File: src/rtl/learn_note_feeder.sv
// learn_note_feeder: walks the song ROM one entry at a time and feeds note/shift/output_ready
// to the scrolling renderer, paced by the shared scroll step and stalled with the renderer.
module learn_note_feeder #(
    parameter int PERIOD    = 100000,
    parameter int ADDR_W    = 8,
    parameter int SONG_LEN  = 256,
    parameter int GAP_STEPS = 1
) (
    input  logic              vga_clk_i,
    input  logic              rst_n_i,
    input  logic              start_i,
    input  logic              pause_i,
    input  logic              advance_en_i,
    output logic [ADDR_W-1:0] rom_addr_o,
    input  logic [15:0]       rom_data_i,
    output logic [7:0]        note_o,
    output logic [1:0]        shift_o,
    output logic              output_ready_o,
    output logic              step_tick_o,
    output logic              busy_o,
    output logic              done_o
);
    typedef enum logic [2:0] {IDLE, FETCH, WAIT, PLAY, GAP, NEXT, DONE} state_t;

    localparam logic [19:0]       CNT_LAST  = 20'(PERIOD - 1);
    localparam logic [ADDR_W-1:0] ADDR_LAST = ADDR_W'(SONG_LEN - 1);
    localparam logic [3:0]        GAP_INIT  = 4'(GAP_STEPS);

    state_t            state_q, state_d;
    logic [ADDR_W-1:0] addr_q, addr_d;
    logic [7:0]        note_q, note_d;
    logic [1:0]        shift_q, shift_d;
    logic              ready_q, ready_d;
    logic [5:0]        dur_q, dur_d;
    logic [3:0]        gap_q, gap_d;
    logic [19:0]       cnt_q, cnt_d;
    logic              idle, tick;

    assign idle           = state_q == IDLE || state_q == DONE;
    // A wrap with advance_en low is a lost step, exactly as the renderer skips its shift.
    assign tick           = !idle && !pause_i && advance_en_i && cnt_q == CNT_LAST;
    assign rom_addr_o     = addr_q;
    assign note_o         = note_q;
    assign shift_o        = shift_q;
    assign output_ready_o = ready_q;
    assign step_tick_o    = tick;
    assign busy_o         = !idle;
    assign done_o         = state_q == DONE;

    always_ff @(posedge vga_clk_i) begin
        if (!rst_n_i) begin
            state_q <= IDLE;
            addr_q  <= '0;
            note_q  <= '0;
            shift_q <= '0;
            ready_q <= 1'b0;
            dur_q   <= '0;
            gap_q   <= '0;
            cnt_q   <= '0;
        end else begin
            state_q <= state_d;
            addr_q  <= addr_d;
            note_q  <= note_d;
            shift_q <= shift_d;
            ready_q <= ready_d;
            dur_q   <= dur_d;
            gap_q   <= gap_d;
            cnt_q   <= cnt_d;
        end
    end

    always_comb begin
        cnt_d   = idle ? '0 : pause_i ? cnt_q : cnt_q == CNT_LAST ? '0 : cnt_q + 20'd1;
        state_d = state_q;
        addr_d  = addr_q;
        note_d  = note_q;
        shift_d = shift_q;
        ready_d = ready_q;
        dur_d   = dur_q;
        gap_d   = gap_q;
        if (idle) begin
            if (start_i) begin
                state_d = FETCH;
                addr_d  = '0;
            end
        end else if (!pause_i) begin
            case (state_q)
                FETCH: state_d = WAIT;
                WAIT: begin
                    if (rom_data_i[15:10] == 6'd0) begin
                        state_d = DONE;
                        note_d  = '0;
                        shift_d = '0;
                    end else begin
                        state_d = PLAY;
                        note_d  = rom_data_i[7:0];
                        shift_d = rom_data_i[9:8];
                        dur_d   = rom_data_i[15:10];
                        ready_d = 1'b1;
                    end
                end
                PLAY: begin
                    if (tick && dur_q == 6'd1) begin
                        ready_d = 1'b0;
                        note_d  = '0;
                        gap_d   = GAP_INIT;
                        state_d = GAP_INIT == 4'd0 ? NEXT : GAP;
                    end else if (tick) begin
                        dur_d = dur_q - 6'd1;
                    end
                end
                GAP: begin
                    if (tick) begin
                        gap_d   = gap_q - 4'd1;
                        state_d = gap_q == 4'd1 ? NEXT : GAP;
                    end
                end
                NEXT: begin
                    if (addr_q == ADDR_LAST) begin
                        state_d = DONE;
                        shift_d = '0;
                    end else begin
                        addr_d  = addr_q + 1'b1;
                        state_d = FETCH;
                    end
                end
                default: state_d = state_q;
            endcase
        end
    end
endmodule

File: config.mk
export PLATFORM = sky130hd
export DESIGN_NAME = learn_note_feeder
export DESIGN_NICKNAME = d
export VERILOG_FILES = /design/src/rtl/learn_note_feeder.sv
export SDC_FILE = /design/constraint.sdc
export NUM_CORES = 1
export LEC_CHECK = 0
export ABC_AREA = 1
export CORE_MARGIN = 1.5
export CORE_UTILIZATION = 38
export DETAILED_ROUTE_END_ITERATION = 8
export DONT_BUFFER_PORTS = 1
export SLEW_MARGIN = 20
export SYNTH_ARGS = -nofsm -noshare
export SYNTH_HDL_FRONTEND = slang
export SYNTH_SLANG_ARGS = --single-unit
File: constraint.sdc
create_clock -name vga_clk_i -period 5.45 [get_ports vga_clk_i]
set_clock_uncertainty 0.2 [all_clocks]
set_input_delay 1.09 -clock vga_clk_i [delete_from_list [all_inputs] [get_ports vga_clk_i]]
set_output_delay 1.09 -clock vga_clk_i [all_outputs]
set_load 0.01 [all_outputs]
==> metrics.md, run 1 <==
| Metric | Value |
|---|---|
| Outcome | completed |
| Htree depth | 2 |
| Post-synth ARST share | 0 |
| Synth top cells by count | nand2_1 (100), nor2_1 (84), inv_1 (57), dfxtp_1 (52), nand3_1 (39) |
| WL final | 6.97 mm |
| Largest family of logic cells by synthesized area | simple AND/OR/NAND/NOR gates |
| Die area | 8720 µm² |
| All-Layer GR Usage | 0.167 |
| Die height | 93.4 µm |
| Chip Width | 93.4 µm |
| Most area-hungry cell type in the Yosys netlist | dfxtp_1 |
| Post-synthesis sequential area ratio | 0.335 |
| # diodes | 0 |
| Placer Congestion | 0.843 |
| Final Hold Fails | 0 |
| Worst slew pin tran | 0.760 ns |
| Synthesized Nets | 502 |
| Setup_tns | 0 ns |
| Area Growth Syn to Fin | 5.64% |
| Share of layout cells above drive strength 1 | 0.103 |
| Simple-gate share of the synthesized area | 0.425 |
| # Post-CTS Setup Buffers | 0 |
| Xor/xnor share of the synthesized area | 0.0338 |
| Nets | 502 |
| CP Data Required Time | 4.16 ns |
| Top FF cell, synth | dfxtp_1 |
| Period utilization | 0.572 |
| Worst-path clk slew | 0.09 ns |
| Vias | 2,858 |
| Cell Chain, Critical Path | inv_1 -> nand3_4 -> nor2_4 -> nand2_2 -> inv_2 |
| Top post-synthesis cells by area | dfxtp_1 (34%), nand2_1 (12%), nor2_1 (10%) |
| Worst EP arrival | 1.83 ns |
| # DRC | 0 |
| Area post-placement | 3190 µm² |
| Critical path endpoint category | output port |
| Pwr dens | 316 nW/µm² |
| IO Pins | 43 |
| Power, Total | 0.00104 W |
| Slowest CP cell | inv_1 |
| Max-slew violation count | 0 |
| Yosys reg bits | 52 |
| Cells after synthesis | 475 |
| Critical path's largest stage delay | 0.22 ns |
| Most frequent cell after synthesis | nand2_1 |
| Maxcap violations | 0 |
| CP Class | primary input to output port |
| Ys Warns | 0 |
| Vias per inst | 4.94 |
| Root Driver | clkbuf_8 |
| # setup viols final | 0 |
| Critical Path Fanout Max | 11 |
| Worst skew pair latency | 0.31 ns |
| Worst vdd ir | 113 µV |
| Area fraction in compound gates after synthesis | 0.0878 |
| Fmax | 321 MHz |
| Detailed Routing Iterations Pass 1 | 4 |
| Total gr overflow | 0 |
| Setup crit start kind | primary input |
| Post-CTS Hold Buffers | 0 |
| Num CTS Buffers | 5 |
| Hold Path Class | flip-flop to flip-flop |
| DR iter-0 viols | 102 |
| Global-route wire length before repair | 11.7 mm |
| Setup ws final | 2.33 ns |
| Post-CTS Resized | 0 |
| Pin count of the biggest net entering global routing | 21 |
| Share of the synthesized area in the top cell type | 0.335 |
| Clk sinks | 52 |
| Mux cell area share after synthesis | 0 |
| HPWL Detailed | 5.30 mm |
| Leakage | 1.37 nW |
| Mapped Avg Cell Area | 6.54 µm² |
| EDFF count, synth | 0 |
| Initial antenna violation count | 0 |
| Avg WL per Cell | 12.1 µm |
| Worst rel slew slack | 0.490 |
| Post-DRT Antenna Nets | 0 |
| Worst slack at placement | 2.34 ns |
| Fin area | 3280 µm² |
| Synth cell types | 34 |
| Cell area after synthesis | 3110 µm² |
| Core region area | 7810 µm² |
| CTS Buffer Depth | 2 |
| Layout filler cell count | 840 |
| Tmin final | 3.12 ns |
| TritonCTS clock tree | yes |
| Initial Utilization | 0.398 |
| Synth Area in Adders | 0.0242 |
| IO buf count | 0 |
| Vias in the first global route | 2,537 |
| Num rows | 32 |
| RSZ-0062 raised after global routing | no |
-- layer usage --
| metal | global-route usage | wire [µm] | vias to the layer above |
|---|---|---|---|
| met3 | 0.0366 | 399 | 10 |
| li1 | - | - | 1512 |
| met5 | 0 | 0 | - |
| met2 | 0.283 | 3220 | 75 |
| met4 | 0.0455 | 85 | 0 |
| met1 | 0.211 | 3260 | 1261 |
-- metrics by stage --
stage	instances	hold slack, ns	utilization
floorplan	475	0.235	-
global placement	570	0.262	0.408
detailed placement	570	0.268	0.408
CTS	578	0.284	0.420
global route	578	0.318	0.420
finish	578	0.280	0.420
-- worst max-delay path, delay by kind of cell --
kind          cells  cell delay (ns)
simple gates      3             0.37
buf+inv           2             0.36
-- cell families after synthesis --
kind of cell,Yosys count
buffers and inverters,73
XOR/XNOR,12
AO/OA/AOI/OAI,53
adder cells (fa/ha/maj),6
flip-flops,52
AND/OR/NAND/NOR,279
-- cell usage in the layout, fill, tap and decap left out, drive strengths merged --
master  netlist  final
xnor2         4      4
o31ai         1      1
inv          65     66
xor2          8      8
nand3b        1      1
dfxtp        52     52
or2           1      1
nand2       107    107
and3          1      1
clkinv        1      3
nor2         94     94
nand4         8      8
nand3        47     47
a21oi        29     29
clkbuf        2      5
o21ai        22     22
o22ai         1      1
nor3b         1      1
nor3         17     17
ha            6      6
nor4          2      2
-- path summary, 6_finish.rpt --
check / slack, ns / to / from / depth (start not counted)
worst max-delay path: 2.33 / step_tick_o / pause_i / 5
worst max register to register: 3.17 / cnt_q[10]$_SDFFE_PP0N_ / cnt_q[1]$_SDFFE_PP0N_ / 8
worst min register to register: 0.28 / cnt_q[10]$_SDFFE_PP0N_ / cnt_q[10]$_SDFFE_PP0N_ / 2
worst min-delay path: 0.28 / cnt_q[10]$_SDFFE_PP0N_ / cnt_q[10]$_SDFFE_PP0N_ / 2
-- report_power, final --
group | switching (W) | leakage [nW] | internal (W)
sequential | 0.0000458 | 0.421 | 0.000420
combinational | 0.000232 | 0.899 | 0.000111
clock | 0.000135 | 0.0485 | 0.0000924
-- registers in the layout, summed over array words and instances (netlist names) --
| name | cells |
|---|---|
| state_q | 3 |
| gap_q | 4 |
| dur_q | 6 |
| output_ready_o | 1 |
| cnt_q | 20 |
| rom_addr_o | 8 |
| shift_o | 2 |
| note_o | 8 |
-- area by class of cell --
class	count	area, µm²	area share
clock buffer	5	68.8	0.0210
clock inverter	3	22.5	0.00686
multi-input combinational	350	1770	0.540
inverter	66	248	0.0755
tap	102	128	0.0389
sequential	52	1040	0.317
(Power assumes the default switching activity.)
==> run 2: changes to the inputs <==
==> constraint.sdc (replaced) <==
create_clock -name vga_clk_i -period 2.8 [get_ports vga_clk_i]
set_clock_uncertainty 0.2 [all_clocks]
set_input_delay 0.56 -clock vga_clk_i [delete_from_list [all_inputs] [get_ports vga_clk_i]]
set_output_delay 0.56 -clock vga_clk_i [all_outputs]
set_load 0.01 [all_outputs]
==> run 2 against run 1 <==
Net effect:
- combinational power grew 98%
- sequential share of layout area is 0.12 points lower
- worst setup slack got worse by 1.9 ns
- register-to-register slack got worse by 2.5 ns
- cell area up 0.38%
- critical endpoint unchanged
- largest cell class unchanged
- largest power group unchanged
==> metrics.md, run 2 (synthesis gave the netlist of run 1 again) <==
| Metric | Value |
|---|---|
| Sw Share | 0.396 |
| Slowest CP cell | dfxtp_1 |
| Die area | 8720 µm² |
| Avg WL per Cell | 11.9 µm |
| All-Layer GR Usage | 0.165 |
| Critical R2R Capture | rom_addr_o[3]$_SDFFE_PN0P_ |
| # diodes | 0 |
| Core region area | 7810 µm² |
| IO Pins | 43 |
| Detailed Routing Iterations Pass 1 | 4 |
| Tmin final | 2.39 ns |
| DR iter-0 viols | 69 |
| Most common cell after layout, fill and taps aside | nand2_1 |
| Combinational share of power | 0.330 |
| Maxcap violations | 0 |
| Post-CTS Hold Buffers | 0 |
| Worst Setup SP | cnt_q[1]$_SDFFE_PP0N_ |
| # Post-CTS Setup Buffers | 0 |
| IO buf count | 0 |
| Outcome | completed |
| Part of the power in the clock network | 0.230 |
| Critical path capture point | step_tick_o |
| Post-DRT Antenna Nets | 0 |
| Num rows | 32 |
| Setup crit start kind | flip-flop |
| CP Data Required Time | 2.04 ns |
| Worst-path clk slew | 0.11 ns |
| WL final | 6.86 mm |
| Setup_tns | 0 ns |
| Fin cells | 579 |
| Hold_sp | rst_n_i |
| Fin util | 0.422 |
| Final Hold Fails | 0 |
| Worst vdd ir | 219 µV |
| CP Depth | 7 |
| Internal power | 0.00124 W |
| Worst slew pin tran | 0.468 ns |
| Placed cell count | 571 |
| # setup viols final | 0 |
| Global-route wire length before repair | 11.6 mm |
| Sw Pwr | 0.000814 W |
| Most frequent cells in the layout | nand2_1 (100), nor2_1 (84), inv_1 (57) |
| Critical path's largest stage delay | 0.38 ns |
| # DRC | 0 |
| Nets | 503 |
| Htree depth | 2 |
| CTS Buffer Depth | 2 |
| Worst EP arrival | 1.63 ns |
| Initial Utilization | 0.398 |
| Critical path endpoint category | output port |
| Sequential power share | 0.440 |
| Clk sinks | 52 |
| Critical path buffer and inverter count | 2 |
| Critical Path Fanout Max | 5 |
| Vias per inst | 4.90 |
| Total gr overflow | 0 |
| Post-CTS Resized | 0 |
| Worst slack at placement | 0.584 ns |
| Die height | 93.4 µm |
| Worst skew pair latency | 0.32 ns |
| Flip-flop count of the largest register after layout | 20 |
| Chip Width | 93.4 µm |
| Share of layout cells above drive strength 1 | 0.105 |
| HPWL Detailed | 5.21 mm |
| Leakage | 1.38 nW |
| Hold Path Class | primary input to flip-flop |
| Fmax | 419 MHz |
| Period utilization | 0.853 |
| Reg2reg start | rom_addr_o[0]$_SDFFE_PN0P_ |
| Placer Congestion | 0.877 |
| CP Class | flip-flop to output port |
| Pwr dens | 625 nW/µm² |
| Num CTS Buffers | 5 |
| Initial antenna violation count | 0 |
| Reg2reg setup slack | 0.67 ns |
| Root Driver | clkbuf_8 |
| Pin count of the biggest net entering global routing | 21 |
| Vias | 2,835 |
| Family with the most delay on the worst path | simple AND/OR/NAND/NOR gates |
| TritonCTS clock tree | yes |
| RSZ-0062 raised after global routing | no |
| Worst reg2reg path depth | 9 |
| Cell Chain, Critical Path | ha_1 -> inv_1 -> nor2_1 -> nand3_1 -> nor2_2 -> nand2_2 -> inv_2 |
| Worst rel slew slack | 0.687 |
| Area Growth Syn to Fin | 6.04% |
| Biggest register | cnt_q |
| Setup ws final | 0.413 ns |
| Max-slew violation count | 0 |
| Vias in the first global route | 2,706 |
==> run 2: per-layer routing <==
| metal | GRT usage | part of all wire | vias to the layer above |
|---|---|---|---|
| met2 | 0.286 | 0.46 | 47 |
| met1 | 0.192 | 0.49 | 1270 |
| met4 | 0.0568 | 0.0093 | 0 |
| met3 | 0.0472 | 0.047 | 4 |
| met5 | 0 | 0 | - |
| li1 | - | - | 1514 |
==> run 2: final cells by class <==
type	instances	area (µm²)
Clock buffer	6	82.6
Clock inverter	2	13.8
Fill cell	829	4510
Inverter	66	248
Multi-Input combinational cell	350	1770
Sequential cell	52	1040
Tap cell	102	128
Timing Repair Buffer	1	7.51
==> run 2: how the worst min path moves through the flow <==
stage,cells after the start,end
finish,2,shift_o[0]$_SDFFE_PN0P_
CTS,2,shift_o[0]$_SDFFE_PN0P_
detailed placement,2,cnt_q[10]$_SDFFE_PP0N_
global route,2,shift_o[0]$_SDFFE_PN0P_
floorplan,2,cnt_q[10]$_SDFFE_PP0N_
global placement,2,cnt_q[10]$_SDFFE_PP0N_
==> run 2: power by group through the flow <==
stage	registers [W]	logic (W)	clock network [W]
after detailed placement	0.000923	0.000681	0
after global placement	0.000923	0.000669	0
after global routing	0.000917	0.000775	0.000519
after floorplan	0.000906	0.000563	0
final	0.000906	0.000680	0.000473
after CTS	0.000906	0.000685	0.000487
==> run 2: metrics by stage <==
step / instance area, µm² / hold slack [ns] / power, W
2_1_floorplan: 3110 / 0.235 / 0.00147
5_1_grt: 3290 / 0.135 / 0.00221
4_1_cts: 3290 / 0.136 / 0.00208
3_5_place_dp: 3200 / 0.260 / 0.00160
6_report: 3290 / 0.142 / 0.00206
3_3_place_gp: 3200 / 0.256 / 0.00159
==> run 3: changes to the inputs <==
--- a/config.mk
+++ b/config.mk
@@ -6,6 +6,7 @@
 export NUM_CORES = 1
 export LEC_CHECK = 0
 export ABC_AREA = 1
+export CAP_MARGIN = 40
 export CORE_MARGIN = 1.5
 export CORE_UTILIZATION = 38
 export DETAILED_ROUTE_END_ITERATION = 8
==> results of run 3 <==
No change in the layout: final DEF, timing and power equal those of run 2.
